## src/rtl/fft_bitrev_reorder.sv

```systemverilog
// Bit-reversed to natural-order reorder stage behind a radix-2 DIF FFT.
// Two-sample input beats fill a ping-pong buffer that drains one bin per cycle.

module fft_bitrev_bank #(
    parameter int AW = 6,
    parameter int WW = 32
) (
    input  logic          clk,
    input  logic          rst,
    input  logic          wr_en,
    input  logic [AW-1:0] wr_addr,
    input  logic [WW-1:0] wr_data,
    input  logic          rd_en,
    input  logic [AW-1:0] rd_addr,
    output logic [WW-1:0] rd_data
);
    logic [WW-1:0] mem [0:(1<<AW)-1];

    always_ff @(posedge clk) begin
        if (wr_en) mem[wr_addr] <= wr_data;
    end

    // Read register doubles as the output register; it only moves on rd_en.
    always_ff @(posedge clk) begin
        if (rst)        rd_data <= '0;
        else if (rd_en) rd_data <= mem[rd_addr];
    end
endmodule

module fft_bitrev_reorder #(
    parameter int N     = 64,
    parameter int LOG2N = 6,
    parameter int DW    = 16
) (
    input  logic             clk,
    input  logic             rst,
    input  logic             in_valid,
    input  logic             in_start,
    input  logic [DW-1:0]    in_re0,
    input  logic [DW-1:0]    in_im0,
    input  logic [DW-1:0]    in_re1,
    input  logic [DW-1:0]    in_im1,
    output logic             out_valid,
    input  logic             out_ready,
    output logic [DW-1:0]    out_re,
    output logic [DW-1:0]    out_im,
    output logic [LOG2N-1:0] out_index,
    output logic             out_last,
    output logic             drop
);
    localparam int HW        = LOG2N - 1;
    localparam int NUM_LANES = 2;  // lane 0 = lo half (bins 0..N/2-1), lane 1 = hi half
    localparam int VEC_W     = 2 * DW;
    localparam logic [HW-1:0]    BEAT_LAST = '1;
    localparam logic [LOG2N-1:0] BIN_LAST  = '1;

    typedef enum logic [1:0] {B_EMPTY, B_FILLING, B_FULL, B_DRAINING} buf_state_e;
    typedef enum logic {W_IDLE, W_FILL}  wstate_e;
    typedef enum logic {R_IDLE, R_DRAIN} rstate_e;

    typedef struct packed {
        logic                            en;
        logic [HW:0]                     addr;  // {buffer, entry}
        logic [NUM_LANES-1:0][VEC_W-1:0] data;
    } wr_req_t;

    function automatic logic [HW-1:0] bitrev(input logic [HW-1:0] v);
        logic [HW-1:0] r;
        for (int i = 0; i < HW; i++) r[i] = v[HW-1-i];
        return r;
    endfunction

    buf_state_e bstate [2];
    logic       last_full;
    logic       any_empty, empty_sel, full_any, full_sel;

    wstate_e       wstate, wstate_n;
    logic          wbuf, wbuf_n;
    logic [HW-1:0] wcnt, wcnt_n;
    logic          w_claim, w_restart, w_beat, w_done, w_drop;
    wr_req_t       wr;

    rstate_e          rstate, rstate_n;
    logic             rbuf, rbuf_n;
    logic [LOG2N-1:0] rcnt, rcnt_n;
    logic             hs, r_start, r_first, r_step, r_end, r_chain, rd_en;
    logic [HW:0]      rd_addr;
    logic [NUM_LANES-1:0][VEC_W-1:0] rd_data;

    assign any_empty = (bstate[0] == B_EMPTY) || (bstate[1] == B_EMPTY);
    assign empty_sel = (bstate[0] != B_EMPTY);
    assign full_any  = (bstate[0] == B_FULL) || (bstate[1] == B_FULL);
    assign full_sel  = (bstate[0] == B_FULL && bstate[1] == B_FULL) ? ~last_full
                                                                      : (bstate[1] == B_FULL);

    assign w_restart = in_valid && in_start && wstate == W_FILL;
    assign w_claim   = in_valid && in_start && wstate == W_IDLE && any_empty;
    assign w_drop    = in_valid && in_start && wstate == W_IDLE && !any_empty;
    assign w_beat    = in_valid && !in_start && wstate == W_FILL;
    assign w_done    = w_beat && wcnt == BEAT_LAST;

    always_ff @(posedge clk) begin
        if (rst) begin
            wstate <= W_IDLE;
            wbuf   <= 1'b0;
            wcnt   <= '0;
            drop   <= 1'b0;
        end else begin
            wstate <= wstate_n;
            wbuf   <= wbuf_n;
            wcnt   <= wcnt_n;
            drop   <= w_drop;
        end
    end

    always_comb begin
        wstate_n = wstate;
        wbuf_n   = wbuf;
        wcnt_n   = wcnt;
        if (w_claim || w_restart) begin
            wstate_n = W_FILL;
            wcnt_n   = HW'(1);
            if (w_claim) wbuf_n = empty_sel;
        end else if (w_beat) begin
            wcnt_n = wcnt + HW'(1);
            if (w_done) wstate_n = W_IDLE;
        end
    end

    always_comb begin
        wr      = '0;
        wr.en   = w_claim || w_restart || w_beat;
        wr.addr = {w_claim ? empty_sel : wbuf, bitrev(w_beat ? wcnt : '0)};
        wr.data = {{in_re1, in_im1}, {in_re0, in_im0}};
    end

    // Writer and reader never own the same buffer, so their updates cannot collide.
    always_ff @(posedge clk) begin
        if (rst) begin
            bstate[0] <= B_EMPTY;
            bstate[1] <= B_EMPTY;
            last_full <= 1'b0;
        end else begin
            if (w_claim) bstate[empty_sel] <= B_FILLING;
            if (w_done) begin
                bstate[wbuf] <= B_FULL;
                last_full    <= wbuf;
            end
            if (r_start) bstate[full_sel] <= B_DRAINING;
            if (r_end)   bstate[rbuf]     <= B_EMPTY;
            if (r_chain) bstate[~rbuf]    <= B_DRAINING;
        end
    end

    assign hs      = out_valid && out_ready;
    assign r_start = rstate == R_IDLE && full_any;
    assign r_first = rstate == R_DRAIN && !out_valid;
    assign r_step  = hs && rcnt != BIN_LAST;
    assign r_end   = hs && rcnt == BIN_LAST;
    assign r_chain = r_end && bstate[~rbuf] == B_FULL;

    always_ff @(posedge clk) begin
        if (rst) begin
            rstate    <= R_IDLE;
            rbuf      <= 1'b0;
            rcnt      <= '0;
            out_valid <= 1'b0;
        end else begin
            rstate    <= rstate_n;
            rbuf      <= rbuf_n;
            rcnt      <= rcnt_n;
            out_valid <= rd_en || (out_valid && !hs);
        end
    end

    always_comb begin
        rstate_n = rstate;
        rbuf_n   = rbuf;
        rcnt_n   = rcnt;
        if (r_start) begin
            rstate_n = R_DRAIN;
            rbuf_n   = full_sel;
            rcnt_n   = '0;
        end else if (r_step) begin
            rcnt_n = rcnt + LOG2N'(1);
        end else if (r_end) begin
            rcnt_n = '0;
            if (r_chain) rbuf_n   = ~rbuf;
            else         rstate_n = R_IDLE;
        end
    end

    // Address the RAM with the next bin so the registered read lands with no bubble.
    always_comb begin
        rd_en   = r_first || r_step || r_chain;
        rd_addr = {rbuf_n, rcnt_n[HW-1:0]};
    end

    for (genvar l = 0; l < NUM_LANES; l++) begin : g_lane
        fft_bitrev_bank #(.AW(HW + 1), .WW(VEC_W)) u_bank (
            .clk     (clk),
            .rst     (rst),
            .wr_en   (wr.en),
            .wr_addr (wr.addr),
            .wr_data (wr.data[l]),
            .rd_en   (rd_en),
            .rd_addr (rd_addr),
            .rd_data (rd_data[l])
        );
    end

    assign out_re    = rd_data[rcnt[LOG2N-1]][VEC_W-1:DW];
    assign out_im    = rd_data[rcnt[LOG2N-1]][DW-1:0];
    assign out_index = rcnt;
    assign out_last  = out_valid && rcnt == BIN_LAST;
endmodule
```

## config.mk

```make
export PLATFORM = sky130hd
export DESIGN_NAME = fft_bitrev_reorder
export DESIGN_NICKNAME = d
export VERILOG_FILES = /design/src/rtl/fft_bitrev_reorder.sv
export SDC_FILE = /design/constraint.sdc
export NUM_CORES = 2
export LEC_CHECK = 0
export BUFFER_PORTS_ARGS = -buffer_cell sky130_fd_sc_hd__buf_2
export CORE_MARGIN = 10
export CORE_UTILIZATION = 45
export CTS_CLUSTER_DIAMETER = 60
export DETAILED_ROUTE_END_ITERATION = 7
export HOLD_SLACK_MARGIN = 0.05
export MAX_ROUTING_LAYER = met4
export PLACE_DENSITY_LB_ADDON = 0.12
export SLEW_MARGIN = 5
export SYNTH_ARGS = -nofsm -noshare
export SYNTH_HDL_FRONTEND = slang
export SYNTH_MEMORY_MAX_BITS = 65536
export SYNTH_SLANG_ARGS = --single-unit
```

## constraint.sdc

```tcl
create_clock -name clk -period 7.9 [get_ports clk]
set_input_delay 1.185 -clock clk [delete_from_list [all_inputs] [get_ports clk]]
set_output_delay 1.185 -clock clk [all_outputs]
set_load 0.02 [all_outputs]
```

==> results.md <==
| Parameter | Reported |
| --- | --- |
| Worst-path clk slew | 0.06 ns |
| Via count of the first global-routing pass | 121000 |
| Buffer depth of the longest clock path | 4 |
| Vias after detailed routing | 129000 |
| Relative slew margins | 3.94% |
| Most common library cell in the layout ignoring fill and taps | sky130_fd_sc_hd__edfxtp_1 |
| Start point of the worst min-delay path | g_lane[1].u_bank.rd_data[14]$_SDFFE_PP0P_ |
| Count of endpoints failing hold in the final timing report | 0 |
| Number of antenna violations at the first check in global routing | 76 |
| Mean instance size in the synthesized netlist | 12.6 µm² |
| HPWL Detailed | 365000 µm |
| Fmax | 178 MHz |
| Maximum number of pins on one net before global-route repair | 162 |
| Switch share | 23.7% |
| Final setup violation count | 0 |
| Worst clock skew on the final layout | 0.0620 ns |
| Power Density | 250 mW/mm² |
| Max Transition Viols Final | 0 |
| Predominant post-synthesis flop cell | sky130_fd_sc_hd__edfxtp_1 |
| EDFF count, synth | 4096 |
| Wire length of the first global-routing pass | 962000 µm |
| Number of cells on the worst reg-to-reg path | 10 |
| First DRT Iteration DRCs | 20400 |
| Ratio of cells with drive above 1 in the final layout | 9.31% |
| I/O Buffers | 109 |
| Floorplan Core Area | 0.389 mm² |
| Share of flip-flops with an asynchronous set or reset | 0% |
| Floorplan die width | 645 µm |
| Required time worst endpoint | 8.79 ns |
| Initial standard-cell utilization of the core | 45.2% |
| Sequential Power Share | 49.7% |
| Reg2Reg Setup Slack | 2.27 ns |
| Unique masters post-synth | 88 |
| Routed wire length | 701000 µm |
| Overall die height | 645 µm |
| Final critical delay including setup and external delays | 5.63 ns |
| Signal arrival time at the worst endpoint | 6.51 ns |
| Outcome | completed |
| Residual DRC count | 0 |
| Post-route ant nets | 0 |
| Clock latency reported for the late side of the worst-skew pair | 1.04 ns |
| Type of the most critical hold path | reg2reg |
| # IOs | 110 |
| Part of the total power dissipated in combinational logic | 6.6% |
| Relative contribution of the clock network to total power | 43.6% |
| Number of gates resized after CTS | 0 |
| Global-route total usage across every layer | 33.3% |
| Crit path kind | reg2reg |
| Average wire length per cell after detail routing | 36.2 µm |
| Lkg Pwr | 63.7 nW |
| Hold-fix buffers at CTS | 0 |
| Largest voltage drop on the vdd net | 0.201 mV |
| Number of warning messages in the yosys log | 0 |
| Instance count of the mapped netlist | 13900 |
| Slew at the pin closest to its max-slew limit | 1.44 ns |
| Count of standard-cell rows | 229 |
| Int Pwr | 37.7 mW |
| Detailed-routing iteration count for the pre-antenna-repair pass | 8 |
| Clock root cell | sky130_fd_sc_hd__clkbuf_16 |
| Worst setup path startpoint | out_index[0]$_SDFF_PP0_ |
| Post-layout total power | 49.4 mW |
| Overflow after GRT | 0 |
| Synth-to-layout area growth | 12.3% |
| Max capacitance violation total | 0 |
| CTS sink count | 4182 |
| Syn nets | 14000 |
| Net switching power | 11.7 mW |
| Most used cells in the layout excluding fill and tap cells | sky130_fd_sc_hd__edfxtp_1, sky130_fd_sc_hd__nand2_1, sky130_fd_sc_hd__a21oi_1 |
| Share of the yosys chip area belonging to registers | 70.9% |
| RSZ-0062 raised after global routing | no |
| TritonCTS clock tree | yes |
| Fin Setup TNS | 0 ns |
| Routability cong. | 0.875 |
| Final #Nets | 13800 |
| Critical Path Start Type | flop |
| Routed via count divided by cell count | 6.69 |
| Filler Cells Inserted | 33100 |
| Reg2Reg Launch Point | out_index[0]$_SDFF_PP0_ |
| TritonCTS buffer count | 451 |
| Type of element capturing the critical path | flop |
| Depth of the worst hold-timing path | 1 |
| Count of state elements after synthesis | 4182 |
| Post-CTS setup buffer count | 0 |
| # H-tree levels | 5 |
| Total Die Area | 0.416 mm² |
| Final Cycle Share | 71.2% |
| Worst-path fanout max | 54 |
| Combined area of all synthesized cells | 0.176 mm² |
==> flip-flops by register name, indices dropped and copies added, names as in the netlist <==
name / count
g_lane.u_bank.mem: 4096
g_lane.u_bank.rd_data: 64
out_index: 6
wcnt: 5
bstate: 4
drop: 1
last_full: 1
out_valid: 1
rbuf: 1
rstate: 1
wbuf: 1
wstate: 1
==> metrics by stage <==
step / hold WS, ns / cell area [µm²] / setup WS, ns / cells / util, %
floorplan: 0.420 / 176000 / 0.734 / 13900 / -
global placement: 0.448 / 182000 / 2.33 / 18500 / 46.9
detailed placement: 0.457 / 182000 / 2.31 / 18500 / 46.9
CTS: 0.471 / 197000 / 2.51 / 19300 / 50.7
global route: 0.491 / 197000 / 2.19 / 19300 / 50.8
finish: 0.471 / 198000 / 2.27 / 19400 / 50.8
==> cell usage after synthesis (65+ instances only) <==
cell                       number  area (µm²)
sky130_fd_sc_hd__edfxtp_1    4096      123000
sky130_fd_sc_hd__nand2_1     2292        8600
sky130_fd_sc_hd__nor2_1      1019        3820
sky130_fd_sc_hd__a21oi_1      992        4960
sky130_fd_sc_hd__nand3_1      721        3610
sky130_fd_sc_hd__o21ai_0      621        3110
sky130_fd_sc_hd__clkbuf_1     593        2230
sky130_fd_sc_hd__nor3_1       555        2780
sky130_fd_sc_hd__buf_2        359        1800
sky130_fd_sc_hd__o22ai_1      262        1640
sky130_fd_sc_hd__o221ai_1     202        1770
sky130_fd_sc_hd__or3_1        169        1060
sky130_fd_sc_hd__a211oi_1     140        1050
sky130_fd_sc_hd__o211ai_1     129         968
sky130_fd_sc_hd__buf_1        111         417
sky130_fd_sc_hd__o22a_1       105         920
sky130_fd_sc_hd__a311oi_1     102         893
sky130_fd_sc_hd__mux2i_1       93         931
sky130_fd_sc_hd__a31oi_1       92         576
sky130_fd_sc_hd__dfxtp_1       86        1720
sky130_fd_sc_hd__or4_1         85         638
sky130_fd_sc_hd__and3_1        76         475
sky130_fd_sc_hd__a211o_1       66         578
sky130_fd_sc_hd__buf_4         65         488
==> critical path: stages (launching register included) <==
cell,delay [ns]
sky130_fd_sc_hd__dfxtp_4,0.65
sky130_fd_sc_hd__ha_1,0.31
sky130_fd_sc_hd__and3_1,0.48
sky130_fd_sc_hd__nand3_1,0.50
sky130_fd_sc_hd__nand3_4,0.94
sky130_fd_sc_hd__buf_4,0.75
sky130_fd_sc_hd__o32ai_1,0.20
sky130_fd_sc_hd__a2111oi_0,0.75
sky130_fd_sc_hd__a211o_1,0.33
sky130_fd_sc_hd__nor4_1,0.11
sky130_fd_sc_hd__a2111o_1,0.39
==> final timing paths <==
check                                              end
max          g_lane[0].u_bank.rd_data[20]$_SDFFE_PP0P_
min          g_lane[1].u_bank.rd_data[14]$_SDFFE_PP0P_
max reg2reg  g_lane[0].u_bank.rd_data[20]$_SDFFE_PP0P_
min reg2reg  g_lane[1].u_bank.rd_data[14]$_SDFFE_PP0P_
==> power by group through the flow <==
stage	sequential (mW)	combinational [mW]	clock [mW]
after detailed placement	25.0	3.18	0
after global routing	24.6	3.41	22.6
after CTS	24.6	3.19	21.7
final	24.6	3.28	21.6
after global placement	25.0	3.13	0
after floorplan	24.9	1.76	0
==> layer usage <==
layer | global-route usage [%] | up-vias | routed length (µm)
li1 | - | 52900 | -
met5 | - | - | 0
met4 | 15.2 | 0 | 37800
met3 | 7.81 | 1894 | 87000
met1 | 43.5 | 65400 | 264000
met2 | 49.7 | 9210 | 311000
==> final cells by class <==
type,count,area [µm²],share of cell area (%)
repair buffers,468,4290,2.17
inverters,42,165,0.0836
flip-flops and latches,4182,125000,63.1
well taps,5197,6500,3.29
clock buffers,582,12200,6.19
multi-input cells,8576,46700,23.7
clock inverters,255,2730,1.38
diodes,54,135,0.0684
==> cell families (layout without fill, tap and decap cells) <==
family,after synthesis,count (layout),synth area share [%]
compound gates,3331,3331,12.5
simple gates,5101,5101,12.7
fa+ha+maj,3,3,0.0214
buf+inv,1179,1347,2.95
other cells,0,54,0
mux,136,136,0.869
xor+xnor,5,5,0.0249
flops,4182,4182,70.9
Note: power is estimated with default switching activity, not from simulation.
